### src/rtl/alpaca_ospfb_constants_pkg.sv
// Shared constants and types for the OSPFB sequencer: FSM state encoding,
// FFT config word width and a saturating counter helper.
`timescale 1ns/1ps
package alpaca_ospfb_constants_pkg;

    typedef enum logic [2:0] {
        IDLE    = 3'd0,
        FLUSH   = 3'd1,
        CONFIG  = 3'd2,
        WAITFFT = 3'd3,
        RUN     = 3'd4,
        RECOVER = 3'd5
    } ospfb_seq_state_t;

    localparam int FFT_CONF_WID = 8;
    localparam int EVT_CNT_WID  = 16;
    localparam logic [EVT_CNT_WID-1:0] EVT_CNT_MAX = '1;

    // Increment that sticks at all-ones instead of wrapping.
    function automatic logic [EVT_CNT_WID-1:0] sat_inc(
        input logic [EVT_CNT_WID-1:0] val,
        input logic                   inc
    );
        if (inc && (val != EVT_CNT_MAX)) begin
            return val + 1'b1;
        end
        return val;
    endfunction

endpackage

### src/rtl/ospfb_phase_acc.sv
// Frame phase accumulator: advances by STEP modulo 2**W once per completed
// frame and supplies the rotation index for the phase-comp buffer.
`timescale 1ns/1ps
module ospfb_phase_acc #(
    parameter int W    = 6,
    parameter int STEP = 48
) (
    input  logic         clk,
    input  logic         rst_n,
    input  logic         clr,
    input  logic         step_en,
    output logic [W-1:0] phase
);

    localparam logic [W-1:0] STEP_W = W'(STEP);

    // clr wins over step_en so a resync on a wrap beat still lands on zero.
    always_ff @(posedge clk) begin
        if (!rst_n) begin
            phase <= '0;
        end else if (clr) begin
            phase <= '0;
        end else if (step_en) begin
            phase <= phase + STEP_W;
        end
    end

endmodule

### src/rtl/ospfb_seq_ctrl.sv
// OSPFB start-up/run-time sequencer: FIR flush, FFT config, frame gating,
// tlast and phase rotation, resync on framing errors.
// Optional event statistics are built when OSPFB_SEQ_STATS_EN is defined.
`timescale 1ns/1ps
module ospfb_seq_ctrl
    import alpaca_ospfb_constants_pkg::*;
#(
    parameter int FFT_LEN  = 64,
    parameter int DEC_FAC  = 48,
    parameter int PTAPS    = 8,
    parameter int CONF_WID = FFT_CONF_WID,
    parameter int FFT_CONF = 1
) (
    input  logic                        clk,
    input  logic                        rst_n,
    input  logic                        en,
    output logic                        hold_rst,
    output logic [CONF_WID-1:0]         m_axis_fft_config_tdata,
    output logic                        m_axis_fft_config_tvalid,
    input  logic                        m_axis_fft_config_tready,
    input  logic                        fft_s_tready,
    input  logic                        src_tvalid,
    output logic                        src_tready,
    output logic                        fft_tlast,
    output logic [$clog2(FFT_LEN)-1:0]  pha_idx,
    input  logic                        event_tlast_unexpected,
    input  logic                        event_tlast_missing,
    input  logic                        event_fft_overflow,
    input  logic                        event_data_in_channel_halt,
    output logic [2:0]                  state,
    output logic                        resync,
    output logic [15:0]                 ovf_cnt,
    output logic [15:0]                 err_cnt,
    output logic [15:0]                 halt_cnt
);

    localparam int PW        = $clog2(FFT_LEN);
    localparam int FLUSH_CYC = FFT_LEN * PTAPS;
    localparam int FW        = $clog2(FLUSH_CYC);

    localparam logic [PW-1:0] SAMP_LAST  = PW'(FFT_LEN - 1);
    localparam logic [FW-1:0] FLUSH_LAST = FW'(FLUSH_CYC - 1);

    ospfb_seq_state_t cur_st, nxt_st;

    logic [FW-1:0] flush_ctr;
    logic [PW-1:0] samp_ctr;
    logic          beat;
    logic          last_beat;
    logic          frame_err;
    logic          flush_done;
    logic          acc_clr;

    // Handshakes: a source beat is src_tvalid & src_tready, the config word
    // transfers on tvalid & tready; tvalid/tdata never change while waiting.
    assign frame_err  = event_tlast_unexpected | event_tlast_missing;
    assign flush_done = (flush_ctr == FLUSH_LAST);
    assign beat       = src_tvalid & src_tready;
    assign last_beat  = beat & (samp_ctr == SAMP_LAST);

    always_ff @(posedge clk) begin
        if (!rst_n) begin
            cur_st <= IDLE;
        end else begin
            cur_st <= nxt_st;
        end
    end

    always_comb begin
        nxt_st = cur_st;
        unique case (cur_st)
            IDLE: begin
                if (en) nxt_st = FLUSH;
            end
            FLUSH: begin
                if (flush_done) nxt_st = CONFIG;
            end
            CONFIG: begin
                if (m_axis_fft_config_tready) nxt_st = WAITFFT;
            end
            WAITFFT: begin
                if (fft_s_tready) nxt_st = RUN;
            end
            RUN: begin
                // Framing errors outrank a stop request; a stop only lands on
                // a frame boundary (tlast beat, or idle at sample zero).
                if (frame_err) begin
                    nxt_st = RECOVER;
                end else if (!en && (last_beat || ((samp_ctr == '0) && !beat))) begin
                    nxt_st = IDLE;
                end
            end
            RECOVER: begin
                nxt_st = FLUSH;
            end
            default: begin
                nxt_st = IDLE;
            end
        endcase
    end

    assign state                    = cur_st;
    assign hold_rst                 = (cur_st == IDLE) || (cur_st == FLUSH) || (cur_st == RECOVER);
    assign m_axis_fft_config_tvalid = (cur_st == CONFIG);
    assign m_axis_fft_config_tdata  = CONF_WID'(FFT_CONF);
    assign src_tready               = (cur_st == RUN) & fft_s_tready;
    assign fft_tlast                = last_beat;
    assign resync                   = (cur_st == RECOVER);

    always_ff @(posedge clk) begin
        if (!rst_n) begin
            flush_ctr <= '0;
        end else if ((cur_st == FLUSH) && !flush_done) begin
            flush_ctr <= flush_ctr + 1'b1;
        end else begin
            flush_ctr <= '0;
        end
    end

    // Sample index within the frame; FFT_LEN is a power of two so it wraps naturally.
    always_ff @(posedge clk) begin
        if (!rst_n) begin
            samp_ctr <= '0;
        end else if ((cur_st != RUN) || frame_err) begin
            samp_ctr <= '0;
        end else if (beat) begin
            samp_ctr <= samp_ctr + 1'b1;
        end
    end

    assign acc_clr = (cur_st == RECOVER) || ((cur_st == RUN) && frame_err);

    ospfb_phase_acc #(
        .W    (PW),
        .STEP (DEC_FAC)
    ) u_phase_acc (
        .clk     (clk),
        .rst_n   (rst_n),
        .clr     (acc_clr),
        .step_en (last_beat),
        .phase   (pha_idx)
    );

`ifdef OSPFB_SEQ_STATS_EN
    logic [15:0] ovf_q, err_q, halt_q;

    // Events are counted in every state; only frame_err steers the FSM.
    always_ff @(posedge clk) begin
        if (!rst_n) begin
            ovf_q  <= '0;
            err_q  <= '0;
            halt_q <= '0;
        end else begin
            ovf_q  <= sat_inc(ovf_q, event_fft_overflow);
            err_q  <= sat_inc(err_q, frame_err);
            halt_q <= sat_inc(halt_q, event_data_in_channel_halt);
        end
    end

    assign ovf_cnt  = ovf_q;
    assign err_cnt  = err_q;
    assign halt_cnt = halt_q;
`else
    logic unused_evt;
    assign unused_evt = event_fft_overflow ^ event_data_in_channel_halt;

    assign ovf_cnt  = 16'd0;
    assign err_cnt  = 16'd0;
    assign halt_cnt = 16'd0;
`endif

endmodule

### config.mk
export PLATFORM = sky130hd
export DESIGN_NAME = ospfb_seq_ctrl
export DESIGN_NICKNAME = d
export VERILOG_FILES = /design/src/rtl/alpaca_ospfb_constants_pkg.sv /design/src/rtl/ospfb_phase_acc.sv /design/src/rtl/ospfb_seq_ctrl.sv
export SDC_FILE = /design/constraint.sdc
export NUM_CORES = 1
export LEC_CHECK = 0
export CORE_MARGIN = 4
export CORE_UTILIZATION = 35
export DETAILED_ROUTE_END_ITERATION = 10
export DONT_BUFFER_PORTS = 1
export SLEW_MARGIN = 15
export SYNTH_ARGS = -nofsm -noshare
export SYNTH_HDL_FRONTEND = slang
export SYNTH_HIERARCHICAL = 1
export SYNTH_SLANG_ARGS = --single-unit
### constraint.sdc
create_clock -name clk -period 2 [get_ports clk]
set_input_delay 0.5 -clock clk [delete_from_list [all_inputs] [get_ports clk]]
set_output_delay 0.5 -clock clk [all_outputs]
set_load 0.02 [all_outputs]
Yosys cells after proc, flatten, opt, wreduce, memory -nomap -nowiden
Cells that the tools add are included.
Operators by class
  shifts and indexed selects: 0
  reduce and logical (&&, ||, !) cells: 18
  bitwise gates (word level): 5
  muxes and demuxes: 7
  $mul: 0
  $lt $le $gt $ge: 0
  add/sub/neg operators: 3
  equal/unequal tests: 13
  div/mod/pow operators: 0
Operators by type and width (count)
  $mux 3: 6
  $pmux 3 s6: 1
  $add 9x1->9 const B: 1
  $eq 9x9->1 const B: 1
  $add 6x1->6 const B: 1
  $add 6x6->6 const B: 1
  $eq 3x2->1 const B: 2
  $eq 3x3->1 const B: 2
  $eq 6x6->1 const B: 1
  $logic_not 6->1: 1
  $ne 2x2->1 const B: 3
  $ne 3x3->1 const B: 2
  $logic_or 1x1->1: 5
  $reduce_and 5->1: 1
  $logic_and 1x1->1: 4
  $reduce_or 2->1: 2
  $and 1x1->1: 3
  $eq 3x1->1 const B: 1
  $logic_not 1->1: 3
  $logic_not 3->1: 1
  $ne 2x1->1 const B: 1
  $reduce_and 2->1: 1
  $not 1->1: 1
  $or 1x1->1: 1
Word-level totals
  bits in read-only memories: 0
  register bits after elaboration: 24
  latch bits: 0
  memories: 0
  memory bits (writable): 0
  logic and storage cells: 50
  output and inout bits: 70
  input bits: 10

Logic depth before layout (Yosys ltp)
Gate-level depths: netlist of run 1.
  word-level depth: 10
  mapped depth: 9

By module
The synthesis of run 1 kept the hierarchy.
By module, submodules not included
  ospfb_seq_ctrl: area an instance 1355.0 um^2, instances 1, cells each 164
  ospfb_phase_acc: area an instance 118.9 um^2, instances 1, cells each 13

Worst setup path after synthesis of run 1
OpenSTA, ideal clock, no wires.
  kind: register to register
  from: register cur_st[1] (netlist: state[1])
  to: register u_phase_acc.phase[5]
  clock period less this slack: 1.758 ns
  path slack: 0.242 ns
  buffers on the path: 1
  data arrival time: 1.643 ns
  stages on the path, launching flop included: 7
  path through: dfxtp_1 -> buf_6 -> nand4bb_4 -> nor4_4 -> nor2b_4 -> xnor2_1 -> nor2_1
Between the ends
  word-level cells in the longest chain between the ends: 4
  elaborated cells between the ends (all ways): 8
Ends and longest elaborated chain
  start, declared: RTL line ospfb_seq_ctrl.sv:44  | ospfb_seq_state_t cur_st, nxt_st;
  start signal, assigned: RTL line ospfb_seq_ctrl.sv:65  | cur_st <= nxt_st;
  $eq 3x3->1: RTL line ospfb_seq_ctrl.sv:106  | assign src_tready = (cur_st == RUN) & fft_s_tready;
  $and 1x1->1: RTL line ospfb_seq_ctrl.sv:106
  $and 1x1->1: RTL line ospfb_seq_ctrl.sv:58  | assign beat = src_tvalid & src_tready;
  $and 1x1->1: RTL line ospfb_seq_ctrl.sv:59  | assign last_beat = beat & (samp_ctr == SAMP_LAST);
  via fft_tlast: RTL line ospfb_seq_ctrl.sv:24  | output logic fft_tlast,
  end signal, assigned: RTL line ospfb_phase_acc.sv:24  | phase <= phase + STEP_W;
  end, declared: RTL line ospfb_phase_acc.sv:12  | output logic [W-1:0] phase
The timed path passes the listed nets, and every way through them passes these cells.
A chain may end at the register's enable or synchronous reset.

Final worst setup path of run 1
  from: register samp_ctr[1]
  to: output fft_tlast
Between the ends
  word-level cells in the longest chain between the ends: 2
Ends and longest elaborated chain
  start, declared: RTL line ospfb_seq_ctrl.sv:47  | logic [PW-1:0] samp_ctr;
  start signal, assigned: RTL line ospfb_seq_ctrl.sv:127  | samp_ctr <= samp_ctr + 1'b1;
  $eq 6x6->1: RTL line ospfb_seq_ctrl.sv:59
  $and 1x1->1: RTL line ospfb_seq_ctrl.sv:59
  end, declared: RTL line ospfb_seq_ctrl.sv:24
No other way between the ends.

==> results of run 1 <==
==> synth_stat cells (2+ instances only) <==
| master | instances | share of area (%) |
|---|---|---|
| inv_1 | 6 | 1.5 |
| nand3_1 | 5 | 1.7 |
| buf_4 | 61 | 31 |
| dfxtp_1 | 20 | 27 |
| nor3_1 | 3 | 1.0 |
| and3_1 | 4 | 1.7 |
| conb_1 | 3 | 0.76 |
| o211ai_1 | 2 | 1.0 |
| nand4_1 | 3 | 1.3 |
| nand2_1 | 9 | 2.3 |
| ha_1 | 4 | 3.4 |
| xor2_1 | 6 | 3.6 |
| a21oi_1 | 4 | 1.4 |
| xnor2_1 | 7 | 4.2 |
| nor2_1 | 21 | 5.3 |
==> cell families (layout without fill, tap and decap cells) <==
| family | count (synthesis) | count (layout) | share of synthesized area, % |
|---|---|---|---|
| compound gates | 12 | 12 | 6.112 |
| xor+xnor | 13 | 13 | 7.725 |
| fa+ha+maj | 4 | 4 | 3.396 |
| buf+inv | 70 | 18 | 34.04 |
| flops | 20 | 20 | 27.16 |
| other cells | 3 | 60 | 0.7640 |
| simple gates | 55 | 55 | 20.80 |
==> metal layers <==
layer / wire, µm / vias to the layer above / track usage, %
met1: 893 / 415 / 9.045
met5: 0 / - / 0
met2: 1127 / 35 / 13.83
li1: - / 461 / -
met4: 10 / 0 / 1.844
met3: 207 / 2 / 3.306
==> cells in the final DEF (no fill, tap or decap), drive strengths merged, types with 2 or more instances in the layout <==
cell type,netlist,layout
conb,3,60
nor2,21,21
dfxtp,20,20
nand2,10,10
xnor2,7,7
buf,63,7
inv,6,6
xor2,6,6
nand3,5,5
a21oi,5,5
and3,4,4
ha,4,4
clkbuf,0,4
nor3,3,3
nand4,3,3
o211ai,2,2
nor4,2,2
nor2b,2,2
==> area by class of cell <==
type,count,area share (%)
Timing Repair Buffer,7,3.797
Sequential cell,20,28.93
Tap cell,50,4.521
Inverter,7,1.989
Multi-Input combinational cell,144,56.78
Clock buffer,4,3.978
==> how the worst max path moves through the flow <==
stage                     slack (ps)              endpoint  depth (start not counted)         start
after floorplan                  240  u_phase_acc/phase[5]                          6      state[1]
after global routing              30             fft_tlast                          4   samp_ctr[1]
after detailed placement         270              state[0]                          9  flush_ctr[0]
after CTS                        100             fft_tlast                          4   samp_ctr[1]
final                            120             fft_tlast                          4   samp_ctr[1]
after global placement           290              state[0]                          9  flush_ctr[0]
==> sequential cells by signal, indices dropped and copies added (netlist names) <==
register           cells
flush_ctr              9
samp_ctr               6
state                  3
u_phase_acc/phase      2
==> worst max-delay path, cell delays in order (launching register included) <==
cell     delay, ps
dfxtp_1        390
ha_1           180
nand2_1        100
nor4_4         250
buf_4          190
==> stage by stage <==
stage | total power, W | hold slack, ps | cell area [µm²] | worst slack, ps
floorplan | 0.0006173 | 426.1 | 1688 | 242.4
global placement | 0.0005333 | 444.5 | 1329 | 287.0
detailed placement | 0.0005334 | 445.6 | 1329 | 269.0
CTS | 0.0008368 | 358.7 | 1384 | 101.0
global route | 0.0008670 | 350.2 | 1384 | 26.19
finish | 0.0008278 | 365.1 | 1384 | 119.9
==> power groups by stage <==
stage	sequential [W]	combinational, W	clock [W]
2_1_floorplan	0.000414	0.000203	0
3_3_place_gp	0.000412	0.000121	0
3_5_place_dp	0.000412	0.000121	0
4_1_cts	0.000403	0.000121	0.000313
5_1_grt	0.000403	0.000134	0.000330
6_report	0.000403	0.000125	0.000300
==> impl_metrics.tcl, run 1 <==
set metrics [dict create \
    outcome "completed" \
    synth_edf_count 0 \
    io_pins 80 \
    syn_area_mm2 0.001474 \
    ys.warnings.count 6 \
    post-route-period-util_pct 94.00 \
    area_delta_synth_final_pct -6.112 \
    tns_ps 0 \
    avgRoutedWirePerCell_um 9.647 \
    cp-end-kind "primary output" \
    n_antenna_cell 0 \
    ir_worst_vdd_mv 0.2452 \
    syn_avg_cell_area_um2 8.327 \
    min_to "state[0]" \
    grt_pass1_vias 740 \
    drt_first_pass_iters 2 \
    dieArea_mm2 0.005314 \
    cts_sinks 20 \
    path_max_fanout 5 \
    die_y_um 72.90 \
    nNetsFinal 197 \
    holdPathStages 1 \
    drt_drc_violations_left 0 \
    drv_cap 0 \
    grt_overflow_total 0 \
    core_area_mm2 0.004029 \
    clkTransAtPathRegs_ps 70 \
    wl_um 2238 \
    grt_pass1_wl_um 3270 \
    hold_start "rst_n" \
    multiInputGateArea_um2 785.8 \
    internal_power_w 0.0005855 \
    tritoncts "yes" \
    ys_async_sr_fraction_pct 0 \
    fmax_mhz 531.9 \
    switchingPower_w 0.0002423 \
    final_cells 232 \
    cts-root-buf "clkbuf_8" \
    ys.flop_type "dfxtp_1" \
    worst_r2r_path_depth 9 \
    yosysUniqueCellTypes 34 \
    cp.arrival_ps 1380 \
    combPwrFrac_pct 15.1 \
    grt_max_degree 14 \
    synth_cells 177 \
    fp-row-count 23 \
    fillCellCount 427 \
    grt_usage_pct 7.960 \
    cts_hold_buffers 0 \
    cts_setup_buffers 0 \
    pwr_density_cell_mw_per_mm2 598.2 \
    drive_gt1_share_pct 9.341 \
    dp_cells 228 \
    initial_core_util_pct 36.58 \
    p_sw_share_pct 29.27 \
    finalHoldViolations 0 \
    drtIter0Drc 27 \
    setup_viol 0 \
    critPathKind "flop to primary output" \
    ys_ff_latch 20 \
    ant_nets 0 \
    cp.required_ps 1500 \
    regToRegSetupSlack_ps 260 \
    regArea_um2 400.4 \
    routed_via_density 3.935 \
    htreeDepth 1 \
    rsz0062_at_grt "no" \
    clock_path_buffers 2 \
    grt_antenna_before_repair 0 \
    vias 913 \
    hp-class "input port to flop" \
    r2r_start "flush_ctr[0]" \
    clkPwrFrac_pct 36.3 \
    min_period_ps 1880 \
    cts_buffers 3 \
    die_x_um 72.90 \
    clk_latency_ps 250 \
    cts_resized 0 \
    cp-start-kind "flop" \
    dp_hpwl_um 1858 \
    place_congestion 0.7638 \
    pwr-share-seq_pct 48.7 \
    io_buffers 0 \
    final-max-slew-violation-count 0 \
    reg2reg_to "state[0]" \
    yosysSeqAreaShare_pct 27.16 \
    skew_ps 1.269 \
    power.leakage_nw 0.6117 \
    fin_util_pct 34.35 \
]
(Power assumes the default switching activity.)
==> inputs of run 2 (changes only) <==
CORE_UTILIZATION = 38   (was 35)
RECOVER_POWER = 50   (was unset)
==> run 2 against run 1 <==
Compared with the run above: setup slack better by 66 ps; first-iteration DRC count is 41% higher; sequential power hardly changed; critical path type unchanged; critical endpoint unchanged.
==> impl_metrics.tcl, run 2 (synthesized netlist as in run 1, its figures left out) <==
set metrics [dict create \
    min_period_ps 1814 \
    cts_buffers 3 \
    drtIter0Drc 38 \
    cts_hold_buffers 0 \
    clkTransAtPathRegs_ps 70 \
    routed_via_density 3.908 \
    io_buffers 0 \
    fp-row-count 22 \
    place_area_mm2 0.001319 \
    nNetsFinal 197 \
    grt_pass1_vias 729 \
    grt_overflow_total 0 \
    grt_antenna_before_repair 0 \
    n_antenna_cell 0 \
    relSlewSlack_pct 64.96 \
    final_cells 229 \
    r2r_start "flush_ctr[0]" \
    cts_sinks 20 \
    dp_cells 225 \
    tns_ps 0 \
    drt_drc_violations_left 0 \
    cp.required_ps 1500 \
    drv_cap 0 \
    area_delta_synth_final_pct -7.555 \
    clk_latency_ps 250 \
    critPathLaunch "state[0]" \
    cp.arrival_ps 1310 \
    whs_ps 370.2 \
    outcome "completed" \
    wl_um 2151 \
    tritoncts "yes" \
    hp-class "input port to flop" \
    drive_gt1_share_pct 8.287 \
    place_congestion 0.7610 \
    fin_area_mm2 0.001363 \
    vias 895 \
    post-route-period-util_pct 90.70 \
    cp-start-kind "flop" \
    critPathKind "flop to primary output" \
    setup_viol 0 \
    htreeDepth 1 \
    clock_path_buffers 2 \
    largest_register_ffs 9 \
    core_area_mm2 0.003716 \
    layout_commonest_cell "conb_1" \
    fmax_mhz 551.3 \
    drt_first_pass_iters 4 \
    power.leakage_nw 0.5932 \
    ant_nets 0 \
    grt_usage_pct 8.314 \
    finalPower_w 0.0007795 \
    finalHoldViolations 0 \
    pwr_density_cell_mw_per_mm2 572.1 \
    grt_max_degree 14 \
    dieArea_mm2 0.004939 \
    grt_pass1_wl_um 3332 \
    worstMarginPinSlew_ps 512.3 \
    hold_start "rst_n" \
    cp-end-kind "primary output" \
    ir_worst_vdd_mv 0.2046 \
    layout_common_cells "60 x conb_1, 21 x nor2_1, 20 x dfxtp_1" \
    die_y_um 70.28 \
    skew_ps 2.097 \
    path_max_fanout 4 \
    largest-register "flush_ctr" \
    dp_hpwl_um 1769 \
    io_pins 80 \
    die_x_um 70.28 \
    avgRoutedWirePerCell_um 9.393 \
    initial_core_util_pct 39.66 \
    rsz0062_at_grt "no" \
    final-max-slew-violation-count 0 \
    cts-root-buf "clkbuf_8" \
]
-- run 2: cell count changes in the layout (fill, tap and decap cells not counted) --
cell and delta:
a2111oi_0 +1, a2111oi_1 -1, buf_4 -1, clkbuf_1 +1, clkbuf_8 -1, clkinv_2 -1
clkinvlp_2 +1
-- run 2: critical path, stage by stage (launching register included) --
cell and delay (ps):
dfxtp_1 310, nand4bb_4 260, nor4_4 310, buf_4 190
-- run 2: final timing paths --
check / to / slack [ps] / depth (start not counted)
worst min register to register: flush_ctr[0] / 460 / 1
worst max-delay path: fft_tlast / 190 / 3
worst min-delay path: state[0] / 370 / 1
worst max register to register: state[0] / 290 / 9
-- run 2: area by class of cell --
cell class              count  area (µm²)
clock buffers               3       41.29
fillers                   412        2354
inverters                   7       27.53
multi-input cells         144       784.5
flip-flops and latches     20       400.4
well taps                  48       60.06
repair buffers              7       48.80
-- run 2: per-layer routing --
layer | share of wire, % | global-route usage [%]
met1 | 43 | 10.43
met2 | 45 | 12.47
met3 | 10 | 2.734
met4 | 1.9 | 4.468
met5 | 0 | 0
-- run 2: through the flow --
| stage | util [%] | setup slack [ps] |
|---|---|---|
| 2_1_floorplan | - | 242.4 |
| 3_3_place_gp | 35.49 | 247.7 |
| 3_5_place_dp | 35.49 | 254.4 |
| 4_1_cts | 36.60 | 12.59 |
| 5_1_grt | 36.67 | 43.20 |
| 6_report | 36.67 | 186.0 |
-- run 2: power by group --
group          internal, W  total (W)  switching, W
combinational   0.00000941   0.000124      0.000114
sequential        0.000401   0.000403    0.00000189
clock             0.000134   0.000253      0.000119
-- run 2: timing repair --
action	CTS	global route
resized for setup	0	0
buffers inserted	0	1
setup endpoints to repair	0	1
